<file path="src/rtl/pool_window_gen.sv">
// Raster-to-3x3-window generator feeding the max-pooling stage (two line buffers + 3x3 register window).
// Optional feature: define POOL_WIN_CNT_EN to add the win_cnt per-frame window counter output.
module pool_window_gen #(
  parameter int IMG_W  = 28,
  parameter int IMG_H  = 28,
  parameter int STRIDE = 1
) (
  input  logic              clk,
  input  logic              rst_n,
  input  logic              valid_in,
  input  logic              sof_in,
  input  logic signed [7:0] pixel_in,
  output logic              valid_out,
  output logic signed [7:0] data_out0,
  output logic signed [7:0] data_out1,
  output logic signed [7:0] data_out2,
  output logic signed [7:0] data_out3,
  output logic signed [7:0] data_out4,
  output logic signed [7:0] data_out5,
  output logic signed [7:0] data_out6,
  output logic signed [7:0] data_out7,
  output logic signed [7:0] data_out8,
  output logic              frame_done
`ifdef POOL_WIN_CNT_EN
  ,
  output logic [15:0]       win_cnt
`endif
);

  localparam int CW = $clog2(IMG_W);
  localparam int RW = $clog2(IMG_H);
  localparam logic [CW-1:0] COL_LAST = CW'(IMG_W - 1);
  localparam logic [RW-1:0] ROW_LAST = RW'(IMG_H - 1);

  logic [CW-1:0]     col_q, col_d, col_eff;
  logic [RW-1:0]     row_q, row_d, row_eff;
  logic signed [7:0] linebuf0_q [IMG_W];
  logic signed [7:0] linebuf1_q [IMG_W];
  logic signed [7:0] win_q  [9];
  logic signed [7:0] win_d  [9];
  logic signed [7:0] dout_q [9];
  logic              valid_q, frame_done_q;
  logic              accept, sof_eff, emit, last_px;

  function automatic logic on_grid(input int unsigned idx);
    return (idx >= 2) && (((idx - 2) % STRIDE) == 0);
  endfunction

  always_comb begin
    accept  = valid_in;
    sof_eff = valid_in & sof_in;
    row_eff = sof_eff ? '0 : row_q;
    col_eff = sof_eff ? '0 : col_q;
    last_px = (row_eff == ROW_LAST) && (col_eff == COL_LAST);
    emit    = on_grid(32'(row_eff)) && on_grid(32'(col_eff));

    // Shift the window left; the new right column is read top..bottom from the line buffers.
    for (int r = 0; r < 3; r++) begin
      win_d[3*r]   = win_q[3*r+1];
      win_d[3*r+1] = win_q[3*r+2];
    end
    win_d[2] = linebuf1_q[col_eff];
    win_d[5] = linebuf0_q[col_eff];
    win_d[8] = pixel_in;

    if (last_px) begin
      row_d = '0;
      col_d = '0;
    end else if (col_eff == COL_LAST) begin
      row_d = row_eff + 1'b1;
      col_d = '0;
    end else begin
      row_d = row_eff;
      col_d = col_eff + 1'b1;
    end
  end

  always_ff @(posedge clk or negedge rst_n) begin
    if (!rst_n) begin
      row_q        <= '0;
      col_q        <= '0;
      valid_q      <= 1'b0;
      frame_done_q <= 1'b0;
      for (int k = 0; k < 9; k++) begin
        win_q[k]  <= '0;
        dout_q[k] <= '0;
      end
    end else begin
      valid_q      <= accept && emit;
      frame_done_q <= accept && last_px;
      if (accept) begin
        row_q <= row_d;
        col_q <= col_d;
        for (int k = 0; k < 9; k++) begin
          win_q[k] <= win_d[k];
          if (emit) dout_q[k] <= win_d[k];
        end
      end
    end
  end

  // Line buffers are plain RAM: never reset, stale rows are masked by the row>=2 gate.
  always_ff @(posedge clk) begin
    if (accept) begin
      linebuf1_q[col_eff] <= linebuf0_q[col_eff];
      linebuf0_q[col_eff] <= pixel_in;
    end
  end

`ifdef POOL_WIN_CNT_EN
  logic [15:0] win_cnt_q;

  always_ff @(posedge clk or negedge rst_n) begin
    if (!rst_n) begin
      win_cnt_q <= '0;
    end else if (sof_eff || frame_done_q) begin
      win_cnt_q <= '0;
    end else if (accept && emit) begin
      win_cnt_q <= win_cnt_q + 16'd1;
    end
  end

  assign win_cnt = win_cnt_q;
`endif

  assign valid_out  = valid_q;
  assign frame_done = frame_done_q;
  assign data_out0  = dout_q[0];
  assign data_out1  = dout_q[1];
  assign data_out2  = dout_q[2];
  assign data_out3  = dout_q[3];
  assign data_out4  = dout_q[4];
  assign data_out5  = dout_q[5];
  assign data_out6  = dout_q[6];
  assign data_out7  = dout_q[7];
  assign data_out8  = dout_q[8];

endmodule

</file>
<file path="config.mk">
export PLATFORM = sky130hd
export DESIGN_NAME = pool_window_gen
export DESIGN_NICKNAME = d
export VERILOG_FILES = /design/src/rtl/pool_window_gen.sv
export SDC_FILE = /design/constraint.sdc
export NUM_CORES = 1
export LEC_CHECK = 0
export CORE_ASPECT_RATIO = 0.75
export CORE_UTILIZATION = 30
export DETAILED_ROUTE_END_ITERATION = 8
export SLEW_MARGIN = 15
export SYNTH_ARGS = -nofsm -noshare
export SYNTH_HDL_FRONTEND = slang
export SYNTH_SLANG_ARGS = --single-unit
</file>
<file path="constraint.sdc">
create_clock -name clk -period 3.6 [get_ports clk]
set_input_delay 0.9 -clock clk [delete_from_list [all_inputs] [get_ports clk]]
set_output_delay 0.9 -clock clk [all_outputs]
set_load 0.1 [all_outputs]
</file>
==> flow_metrics.py <==
metrics = {
    "timing": {
        "maxSlewViolCount": 0,
        "fmax_ghz": 0.307,
        "fin_ws_ns": 0.339,
        "fin_tns_setup_ns": 0,
        "period_minus_slack_ns": 3.26,
        "slew_headroom": 0.305,
        "hold_viol_final": 0,
        "worstMarginPinSlew_ns": 1.04,
        "finalCritPeriodShare": 0.906,
        "rsz0062_at_grt": "false",
        "setup_viol": 0,
        "fin_skew_ns": 0.0263,
    },
    "finish": {
        "fillers": 7287,
        "final_cell_area_um2": 27900,
        "nets": 1838,
        "layout-drive-gt1-share": 0.209,
        "syn2layout_area_growth_pct": 19.4,
    },
    "clock_network": {
        "ctsRootBufferMaster": "clkbuf_16",
        "ctsResizeCount": 0,
        "cts_tree": "built",
        "cts_buffers": 55,
        "clk_latency_ns": 0.63,
        "cts_hold_buf": 0,
        "postCtsSetupBuffers": 0,
        "clkTransAtPathRegs_ns": 0.06,
        "cts_buffer_depth": 3,
        "cts_sinks": 580,
        "htreeDepth": 2,
    },
    "floorplan": {
        "die-area_um2": 79000,
        "core_area_um2": 77000,
        "num_rows": 88,
        "ios": 86,
        "die_h_um": 244,
        "initial_core_util": 0.303,
        "die_x_um": 324,
    },
    "flow_run": {
        "max_cap_viol_count": 0,
    },
    "run_status": {
        "status": "completed",
    },
    "global_route": {
        "grt.overflow.total": 0,
        "grt_usage": 0.160,
        "grt_pass1_vias": 14800,
        "grt_max_degree": 77,
        "grt_pass1_wl_um": 95100,
        "antenna_found_initial": 1,
    },
    "pwr": {
        "internal_power_mw": 12.2,
        "p_leak_nw": 10.1,
        "power_switching_mw": 4.52,
        "power_frac_seq": 0.487,
        "ir_drop_uv": 378,
        "clockPowerShare": 0.352,
        "finalPower_mw": 16.8,
        "powerDensity_nw_per_um2": 601,
        "switching_share": 0.269,
        "combPwrFrac": 0.162,
    },
    "placement": {
        "place_congestion": 0.871,
        "port-buffer-count": 85,
        "dp_slack_ns": -0.109,
        "placed_cell_area_um2": 26000,
        "dp_hpwl_um": 40700,
    },
    "yosys": {
        "synthCells": 1663,
        "synth_edf_count": 448,
        "async_flop_share": 0.228,
        "yosysSeqAreaShare": 0.718,
        "synth_area_leaders": "edfxtp_1, dfrtp_1, nand2_1",
        "ys_ff_latch": 580,
        "avgSynthCellArea_um2": 14.0,
        "synth_top_area_frac": 0.576,
        "ys_warn_count": 0,
        "synth_area_um2": 23300,
        "synthFlopType": "edfxtp_1",
        "synth_top_area_cell": "edfxtp_1",
        "post_synth_num_cell_types": 65,
        "syn_nets": 1678,
    },
    "worst_setup_path": {
        "r2r-end": "data_out5[6]",
        "reg2reg_slack_ns": 0.34,
        "arrival_ns": 3.75,
        "crit_type": "flip-flop to flip-flop",
        "cp-end-kind": "flip-flop",
        "r2r_start": "col_q[0]",
        "worstPathRequired_ns": 4.09,
        "start_kind": "flip-flop",
        "critical_path.max_fanout": 37,
        "r2r_cells": 8,
    },
    "route": {
        "drtAntennaViolNets": 0,
        "drt-initial-drc-count": 1733,
        "wirelength_um": 63400,
        "viasPerCell": 5.14,
        "num_vias": 14900,
        "avgRoutedWirePerCell_um": 21.8,
        "dr.pass1.iters": 5,
        "route.detailed.drc": 0,
    },
    "min_path": {
        "min_path_type": "primary input to asynchronous set/reset pin",
    },
}
[kinds of logic after synthesis]
group                      Yosys count  synth area share
and+or+nand+nor                    463            0.0892
DFF                                580             0.718
buffers and inverters              133            0.0275
adders and majority gates            3           0.00161
xor gates and xnor gates             1          0.000375
AOI/OAI and AO/OA                  369             0.106
muxes                              114            0.0575
[critical path: stages (launching register included)]
cell       delay, ns
dfrtp_4         0.70
buf_4           0.28
and2_0          0.17
buf_4           0.23
nand3_1         0.13
nand4_1         0.12
o221ai_1        0.39
o2111ai_2       0.60
mux2_2          0.50
[cell usage in the layout (no fill, tap or decap), types with 22 or more instances in the layout]
| master | netlist | final |
|---|---|---|
| a21oi_1 | 88 | 88 |
| o21ai_0 | 50 | 49 |
| nand2b_1 | 22 | 22 |
| o211ai_1 | 25 | 25 |
| nor2b_1 | 54 | 54 |
| mux2_2 | 71 | 71 |
| nand3_1 | 26 | 26 |
| nand2_1 | 229 | 228 |
| dfrtp_1 | 132 | 130 |
| edfxtp_1 | 448 | 448 |
| o221ai_1 | 22 | 22 |
| buf_4 | 13 | 183 |
| a221oi_1 | 34 | 34 |
| mux2i_1 | 34 | 34 |
| clkbuf_16 | 0 | 58 |
| nor2_1 | 94 | 94 |
| a31oi_1 | 72 | 72 |
[through the flow]
stage	instances	hold slack, ns	util
2_1_floorplan	1663	0.435	-
3_3_place_gp	2801	0.456	0.338
3_5_place_dp	2801	0.456	0.338
4_1_cts	2903	0.330	0.362
5_1_grt	2903	0.383	0.362
6_report	2904	0.338	0.362
[metal layers]
layer | wire length (µm) | share of wire | track usage | up-vias
met5 | 0 | 0 | 0 | -
met4 | 1520 | 0.024 | 0.0437 | 0
met3 | 5120 | 0.081 | 0.0342 | 101
met2 | 28100 | 0.44 | 0.235 | 585
met1 | 28700 | 0.45 | 0.235 | 7615
li1 | - | - | - | 6612
[synthesized netlist by cell type (all sizes together), types with 3 or more instances]
library cell  instances
o221ai               22
nand3                26
buf                  86
a21o                  8
nor3                 11
and2                  3
a21boi                3
mux2i                34
o22ai                15
nand2               230
clkbuf               33
nand2b               22
nor2                 95
a311oi                3
a31oi                72
a21oi                88
o311ai                3
a22o                  3
o21ai                50
a221o                14
o31ai                 6
mux4                  9
dfrtp               132
mux2                 71
a211oi                3
nor2b                54
and3                  8
or3                   5
o2111ai               6
inv                  14
a221oi               34
o211ai               25
edfxtp              448
ha                    3
[power groups by stage]
stage	sequential (mW)	combinational (mW)	clock [mW]
floorplan	8.19	1.50	0
global placement	8.29	2.65	0
detailed placement	8.30	2.70	0
CTS	8.16	2.71	5.99
global route	8.19	2.89	6.23
finish	8.16	2.71	5.90
[layout make-up]
type,count,area (µm²),share of cell area
inverters,14,52.6,0.00188
multi-input cells,950,5980,0.215
well taps,1035,1290,0.0464
repair buffers,222,1950,0.0700
diodes,1,2.50,0.0000897
flip-flops and latches,580,16800,0.601
clock buffers,83,1600,0.0574
clock inverters,19,236,0.00848
[worst max path at each step]
stage / to / from / slack (ns) / cells past startpoint
after global routing: data_out5[6] / col_q[0] / 0.25 / 8
final: data_out5[6] / col_q[0] / 0.34 / 8
after detailed placement: linebuf1_q[14][6] / valid_in / -0.11 / 9
after floorplan: linebuf0_q[27][0] / valid_in / 0.03 / 8
after CTS: data_out5[6] / col_q[0] / 0.38 / 8
after global placement: linebuf1_q[14][6] / valid_in / -0.04 / 9
(Power assumes the default switching activity.)
==> edit 1: new RTL, same flow settings <==
Build with the macro `POOL_WIN_CNT_EN` defined.
--- a/src/rtl/pool_window_gen.sv
+++ b/src/rtl/pool_window_gen.sv
@@ -1,5 +1,7 @@
 // Raster-to-3x3-window generator feeding the max-pooling stage (two line buffers + 3x3 register window).
 // Optional feature: define POOL_WIN_CNT_EN to add the win_cnt per-frame window counter output.
+`define POOL_WIN_CNT_EN
+
 module pool_window_gen #(
   parameter int IMG_W  = 28,
   parameter int IMG_H  = 28,
Check against the original RTL (old outputs only; new: win_cnt): no difference found for any inputs over 4 cycles, from zero or initial values and one cycle with rst_n low; that may be too few to reach the edited logic, so the function may still have changed.
==> edit 1 against the unedited design <==
Count of clock-buffer cells in the layout decreased by 4; total power up 12%; worst setup slack gained 0.11 ns; design area is 3.4% higher; fmax is 3.5% higher; wire length rose by 4.5%; critical endpoint is now linebuf1_q[10][0]; largest cell class unchanged; sequential share of layout area decreased by 0.57 points; area after synthesis rose by 4.0%; via count is 5.1% higher; sequential cell count is 16 higher; synthesized cell count is 5.3% higher; final cell count is 3.8% higher; sequential power up 8.6%.
==> edit 1: results (changes against the unedited design) <==
Logic synthesis
  • Seq/Total Area, Yosys: 70.6% (was 71.8%)
  • Syn nets: 1767 (was 1678)
  • Most frequent cells after synthesis: 448 x edfxtp_1, 228 x nand2_1, 148 x dfrtp_1, 113 x nor2_1, 100 x a21oi_1 (was 448 x edfxtp_1, 229 x nand2_1, 132 x dfrtp_1, 94 x nor2_1, 88 x a21oi_1)
  • Yosys Warn Count: 0 (unchanged)
  • Post-synth ARST share: 24.8% (was 22.8%)
  • Post-synth EDFFs: 448 (unchanged)
  • Syn Inst Count: 1751 (was 1663)
  • Top cells by area, synth: edfxtp_1 55%, dfrtp_1 15%, mux2_2 3.8%, nand2_1 3.5%, a21oi_1 2.1% (was edfxtp_1 58%, dfrtp_1 14%, nand2_1 3.7%, mux2_2 3.4%, a31oi_1 1.9%)
  • Netlist cell types: 66 (was 65)

Setup path
  • Worst r2r src: col_q[0] (unchanged)
  • Worst r2r path cells: 7 (was 8)
  • Critical Path Fanout Max: 40 (was 37)
  • FF-to-FF End: linebuf1_q[10][0] (was data_out5[6])
  • R2R Setup Slk: 0.45 ns (was 0.34 ns)

Route
  • Via count: 15700 (was 14900)
  • Iter 0 DRT Violations: 1812 (was 1733)
  • Metal1 wirelength: 30100 um (was 28700 um)
  • Drt pass-1 iters: 5 (unchanged)
  • Uppermost routed layer: met5 (was met4)
  • Met2 wire len: 28500 um (was 28100 um)
  • Drt wl/cell: 22.0 um (was 21.8 um)
  • DR WL met3: 6390 um (was 5120 um)

Placed design
  • Cells after DPL: 2912 (was 2801)
  • Input/output buffers: 101 (was 85)
  • Gpl congestion: 0.844 (was 0.871)
  • DP HPWL: 44000 um (was 40700 um)

Power
  • Int Power: 0.0132 W (was 0.0122 W)
  • Max rail drop VDD: 0.372 mV (was 0.378 mV)
  • Static Leak: 10.6 nW (was 10.1 nW)

Clocking
  • Clock transition at the registers of the reported paths: roughly 0.070 ns
  • Clock Path Buffers: 3 (unchanged)
  • Worst-skew pair later-pin latency: 0.61 ns (was 0.63 ns)
  • CTS root buffer: clkbuf_16 (unchanged)
  • Total CTS buffers: 53 (was 55)
  • Post-CTS setup buffers: 0 (unchanged)
  • H-tree Lvls: 2 (unchanged)
  • Post_cts resized: 0 (unchanged)

Timing
  • Slew headroom: 33.4% (was 30.5%)
  • Layout Skew: 0.0240 ns (was 0.0263 ns)

Global routing
  • First-pass GRT wire length: 98900 um (was 95100 um)
  • Vias in the first global route: 15200 (was 14800)
  • Total GRT Usage: 15.9% (was 16.0%)
  • Initial antenna violation count: 3 (was 1)
  • Largest net degree at the start of global routing: 88 (was 77)

Finish
  • Non-filler instance count after layout: 3013 (was 2904)
  • Final nets: 1937 (was 1838)
  • Layout cell share with drive strength beyond 1: 21.4% (was 20.9%)

Min path
  • HP Class: in2async (unchanged)

Status
  • Outcome: finished, final reports clean (unchanged)
==> edit 1: cell count changes after synthesis, moves of 10 or more <==
cell / change
a221o_1: +14
nand2b_1: +15
mux2_2: +10
dfrtp_1: +16
nor2_1: +19
nor2b_1: -13
o21ai_0: -11
a31oi_1: -21
o221ai_1: +10
a21oi_1: +12
a221oi_1: -16
nand3_1: +16
o211ai_1: -19
==> edit 1: layout make-up <==
type,instances,area (um2)
Multi-Input combinational cell,1017,6490
Clock inverter,21,225
Antenna cell,1,2.50
Fill cell,7514,50600
Timing Repair Buffer,239,2030
Clock buffer,79,1550
Tap cell,1046,1310
Sequential cell,596,17200
Inverter,14,52.6
==> edit 1: logic make-up after synthesis <==
group                    after synthesis  share of synthesized area (%)
flip-flops                           596                           70.6
AND/OR/NAND/NOR                      521                           9.92
AO/OA/AOI/OAI                        349                           9.81
buffers and inverters                138                           2.78
multiplexers                         132                           6.27
XOR/XNOR                              11                          0.397
adder cells (fa/ha/maj)                4                          0.206
==> edit 1: through the flow <==
step	cell area [um2]	worst slack, ns	hold slack [ns]	power (W)
final	28800	0.450	0.290	0.0188
after global routing	28800	0.353	0.357	0.0195
after CTS	28800	0.428	0.325	0.0189
after detailed placement	27000	0.193	0.461	0.0131
after global placement	27000	0.233	0.450	0.0130
after floorplan	24300	0.000746	0.435	0.0113
==> edit 1: metal layers <==
layer  vias to the layer above  global-route usage [%]
met3                        89                    3.62
li1                       6946                       -
met1                      7958                    24.4
met5                         -                       0
met2                       680                    22.8
met4                         2                    3.11
==> edit 1: worst max-delay path by stage <==
stage,startpoint,cells after the start,endpoint
finish,col_q[0],7,linebuf1_q[10][0]
CTS,col_q[0],8,win_d[61]
floorplan,valid_in,8,linebuf0_q[24][0]
global route,col_q[0],8,win_d[61]
global placement,valid_in,9,linebuf1_q[26][4]
detailed placement,valid_in,9,linebuf1_q[27][4]
==> edit 1: worst max-delay path, stage by stage, from the launching register on <==
cell	delay [ns]
dfrtp_4	0.95
buf_4	0.40
mux2_2	0.40
o221ai_1	0.18
nand3_1	0.20
a311oi_2	0.42
inv_1	0.13
buf_12	0.18
==> edit 1: power by group through the flow <==
| stage | logic, W | clock network [W] | registers (W) |
|---|---|---|---|
| 3_5_place_dp | 0.00415 | 0 | 0.00900 |
| 2_1_floorplan | 0.00243 | 0 | 0.00887 |
| 4_1_cts | 0.00416 | 0.00590 | 0.00886 |
| 3_3_place_gp | 0.00406 | 0 | 0.00898 |
| 5_1_grt | 0.00446 | 0.00616 | 0.00891 |
| 6_report | 0.00418 | 0.00580 | 0.00886 |
==> edit 2: new RTL, config.mk and constraints unchanged <==
Without the edit above. Register the output `data_out1`, without a reset; this adds one clock of latency there. The other outputs are not delayed to match.
--- a/src/rtl/pool_window_gen.sv
+++ b/src/rtl/pool_window_gen.sv
@@ -126,7 +126,9 @@
   assign valid_out  = valid_q;
   assign frame_done = frame_done_q;
   assign data_out0  = dout_q[0];
-  assign data_out1  = dout_q[1];
+  always_ff @(posedge clk) begin
+    data_out1 <= dout_q[1];
+  end
   assign data_out2  = dout_q[2];
   assign data_out3  = dout_q[3];
   assign data_out4  = dout_q[4];
Function: same outputs for any inputs over 4 cycles, from zero or initial values and one cycle with rst_n low; that may be too few to reach the edited logic, so the function may still have changed.
==> edit 2 against the unedited design <==
Clock power shrank 2%; count of clock-buffer cells in the layout shrank 5; via count grew 0.58%; wire length shrank 2.3%; first-iteration DRC count shrank 8.4%; worst hold slack gained 0.020 ns; synthesized cell count grew 6.6%; sequential cell count grew 8; total power shrank 1.1%; worst setup slack gained 0.16 ns; area after synthesis grew 3.4%; clock skew shrank 0.0099 ns; design area grew 0.15%; critical path type unchanged; critical endpoint is now linebuf1_q[13][4]; highest routed layer unchanged.
==> edit 2: results (changes against the unedited design) <==
Global routing
  • Total GRT Usage: 15.1% (was 16.0%)
  • Largest net degree at the start of global routing: 82 (was 77)
  • First-pass GRT wire length: 93800 um (was 95100 um)

Clocking
  • Worst-skew pair later-pin latency: 0.59 ns (was 0.63 ns)
  • H-tree Lvls: 2 (unchanged)

Power
  • Switching fraction of total power: 26.5% (was 26.9%)
  • Static Leak: 10.1 nW (about the same)
  • Max rail drop VDD: 0.449 mV (was 0.378 mV)

Logic synthesis
  • Syn nets: 1788 (was 1678)
  • Netlist cell types: 64 (was 65)
  • Yosys top cell area share: 55.7% (was 57.6%)
  • Post-synth ARST share: 22.4% (was 22.8%)
  • Seq/Total Area, Yosys: 70.1% (was 71.8%)
  • Synth Area in Adders: 0.156% (was 0.161%)
  • Compound-Gate Fraction of Synth Area: 10.4% (was 10.6%)
  • Most frequent cells after synthesis: 448 x edfxtp_1, 203 x nand2_1, 149 x a21oi_1, 132 x dfrtp_1, 128 x nor2_1 (was 448 x edfxtp_1, 229 x nand2_1, 132 x dfrtp_1, 94 x nor2_1, 88 x a21oi_1)
  • Top cells by area, synth: edfxtp_1 56%, dfrtp_1 14%, mux2_2 4.2%, nand2_1 3.2%, a21oi_1 3.1% (was edfxtp_1 58%, dfrtp_1 14%, nand2_1 3.7%, mux2_2 3.4%, a31oi_1 1.9%)
  • Mux contribution to synthesized area: 5.66% (was 5.75%)
  • Xor/xnor share of the synthesized area: 0.0363% (was 0.0375%)

Finish
  • Final nets: 1860 (was 1838)
  • Layout fillers: 7514 (was 7287)
  • Layout cell share with drive strength beyond 1: 20.6% (was 20.9%)

Setup path
  • CP top delay family: compound AO/OA/AOI/OAI gates (unchanged)
  • Worst path slowest cell: dfrtp_4 (unchanged)
  • Critical Path Fanout Max: 33 (was 37)
  • Worst r2r path cells: 7 (was 8)
  • Slowest stage delay, CP: 0.81 ns (was 0.70 ns)
  • Crit path DAT: 3.42 ns (was 3.75 ns)
  • R2R Setup Slk: 0.50 ns (was 0.34 ns)
  • FF-to-FF End: linebuf1_q[13][4] (was data_out5[6])

Timing
  • Layout Skew: 0.0163 ns (was 0.0263 ns)
  • Setup TNS Final: 0 ns (unchanged)
  • Slew headroom: 25.3% (was 30.5%)

Route
  • Via count: 15000 (was 14900)
  • Drt pass-1 iters: 5 (unchanged)
  • Iter 0 DRT Violations: 1587 (was 1733)
  • WL final: 61900 um (was 63400 um)

Placed design
  • DP HPWL: 40300 um (was 40700 um)
  • Input/output buffers: 85 (unchanged)
  • Gpl congestion: 0.843 (was 0.871)

Status
  • Outcome: finished, final reports clean (unchanged)
edit 2: cell types whose count changed after synthesis, moves of 16 or more:
cell,delta
a21oi_1,+61
buf_4,+61
nor2_1,+34
o221ai_1,+29
nand2_1,-26
mux2_2,+19
a31oi_1,-17
nand3_1,+16
edit 2: metrics by stage:
stage	instance area [um2]	setup WS, ns	util, %	hold WS, ns	cells
final	27900	0.497	35.3	0.357	2936
after global placement	26100	0.256	33.0	0.354	2834
after floorplan	24100	0.177	-	0.347	1773
after CTS	27900	0.511	35.3	0.371	2935
after detailed placement	26100	0.214	33.0	0.357	2834
after global routing	27900	0.364	35.3	0.377	2936
edit 2: per-layer routing:
layer	GRT usage (%)	part of all wire, %	vias to the layer above
met5	0	0	-
met4	3.47	1.8	0
met3	2.49	7.7	87
met2	23.1	45	576
met1	22.2	46	7634
li1	-	-	6702
edit 2: worst max path at each step:
stage,from,end,slack (ns)
after floorplan,sof_in,linebuf0_q[24][0],0.18
after global placement,sof_in,linebuf1_q[11][6],0.26
after detailed placement,valid_in,data_out6[3],0.21
after CTS,col_q[0],linebuf1_q[11][6],0.51
after global routing,col_q[0],linebuf1_q[11][6],0.36
final,col_q[0],linebuf1_q[13][4],0.50
edit 2: layout make-up:
cell class / instances / area share (%)
multi-input cells: 984 / 21.9
flip-flops and latches: 588 / 60.6
inverters: 13 / 0.175
clock buffers: 78 / 5.75
diodes: 1 / 0.00896
clock inverters: 23 / 0.672
well taps: 1046 / 4.69
repair buffers: 203 / 6.22
edit 2: power by group through the flow:
stage	Sequential, W	Clock [W]	Combinational, W
5_1_grt	0.00829	0.00615	0.00275
6_report	0.00826	0.00579	0.00255
3_5_place_dp	0.00840	0	0.00254
4_1_cts	0.00826	0.00588	0.00255
2_1_floorplan	0.00828	0	0.00147
3_3_place_gp	0.00838	0	0.00249
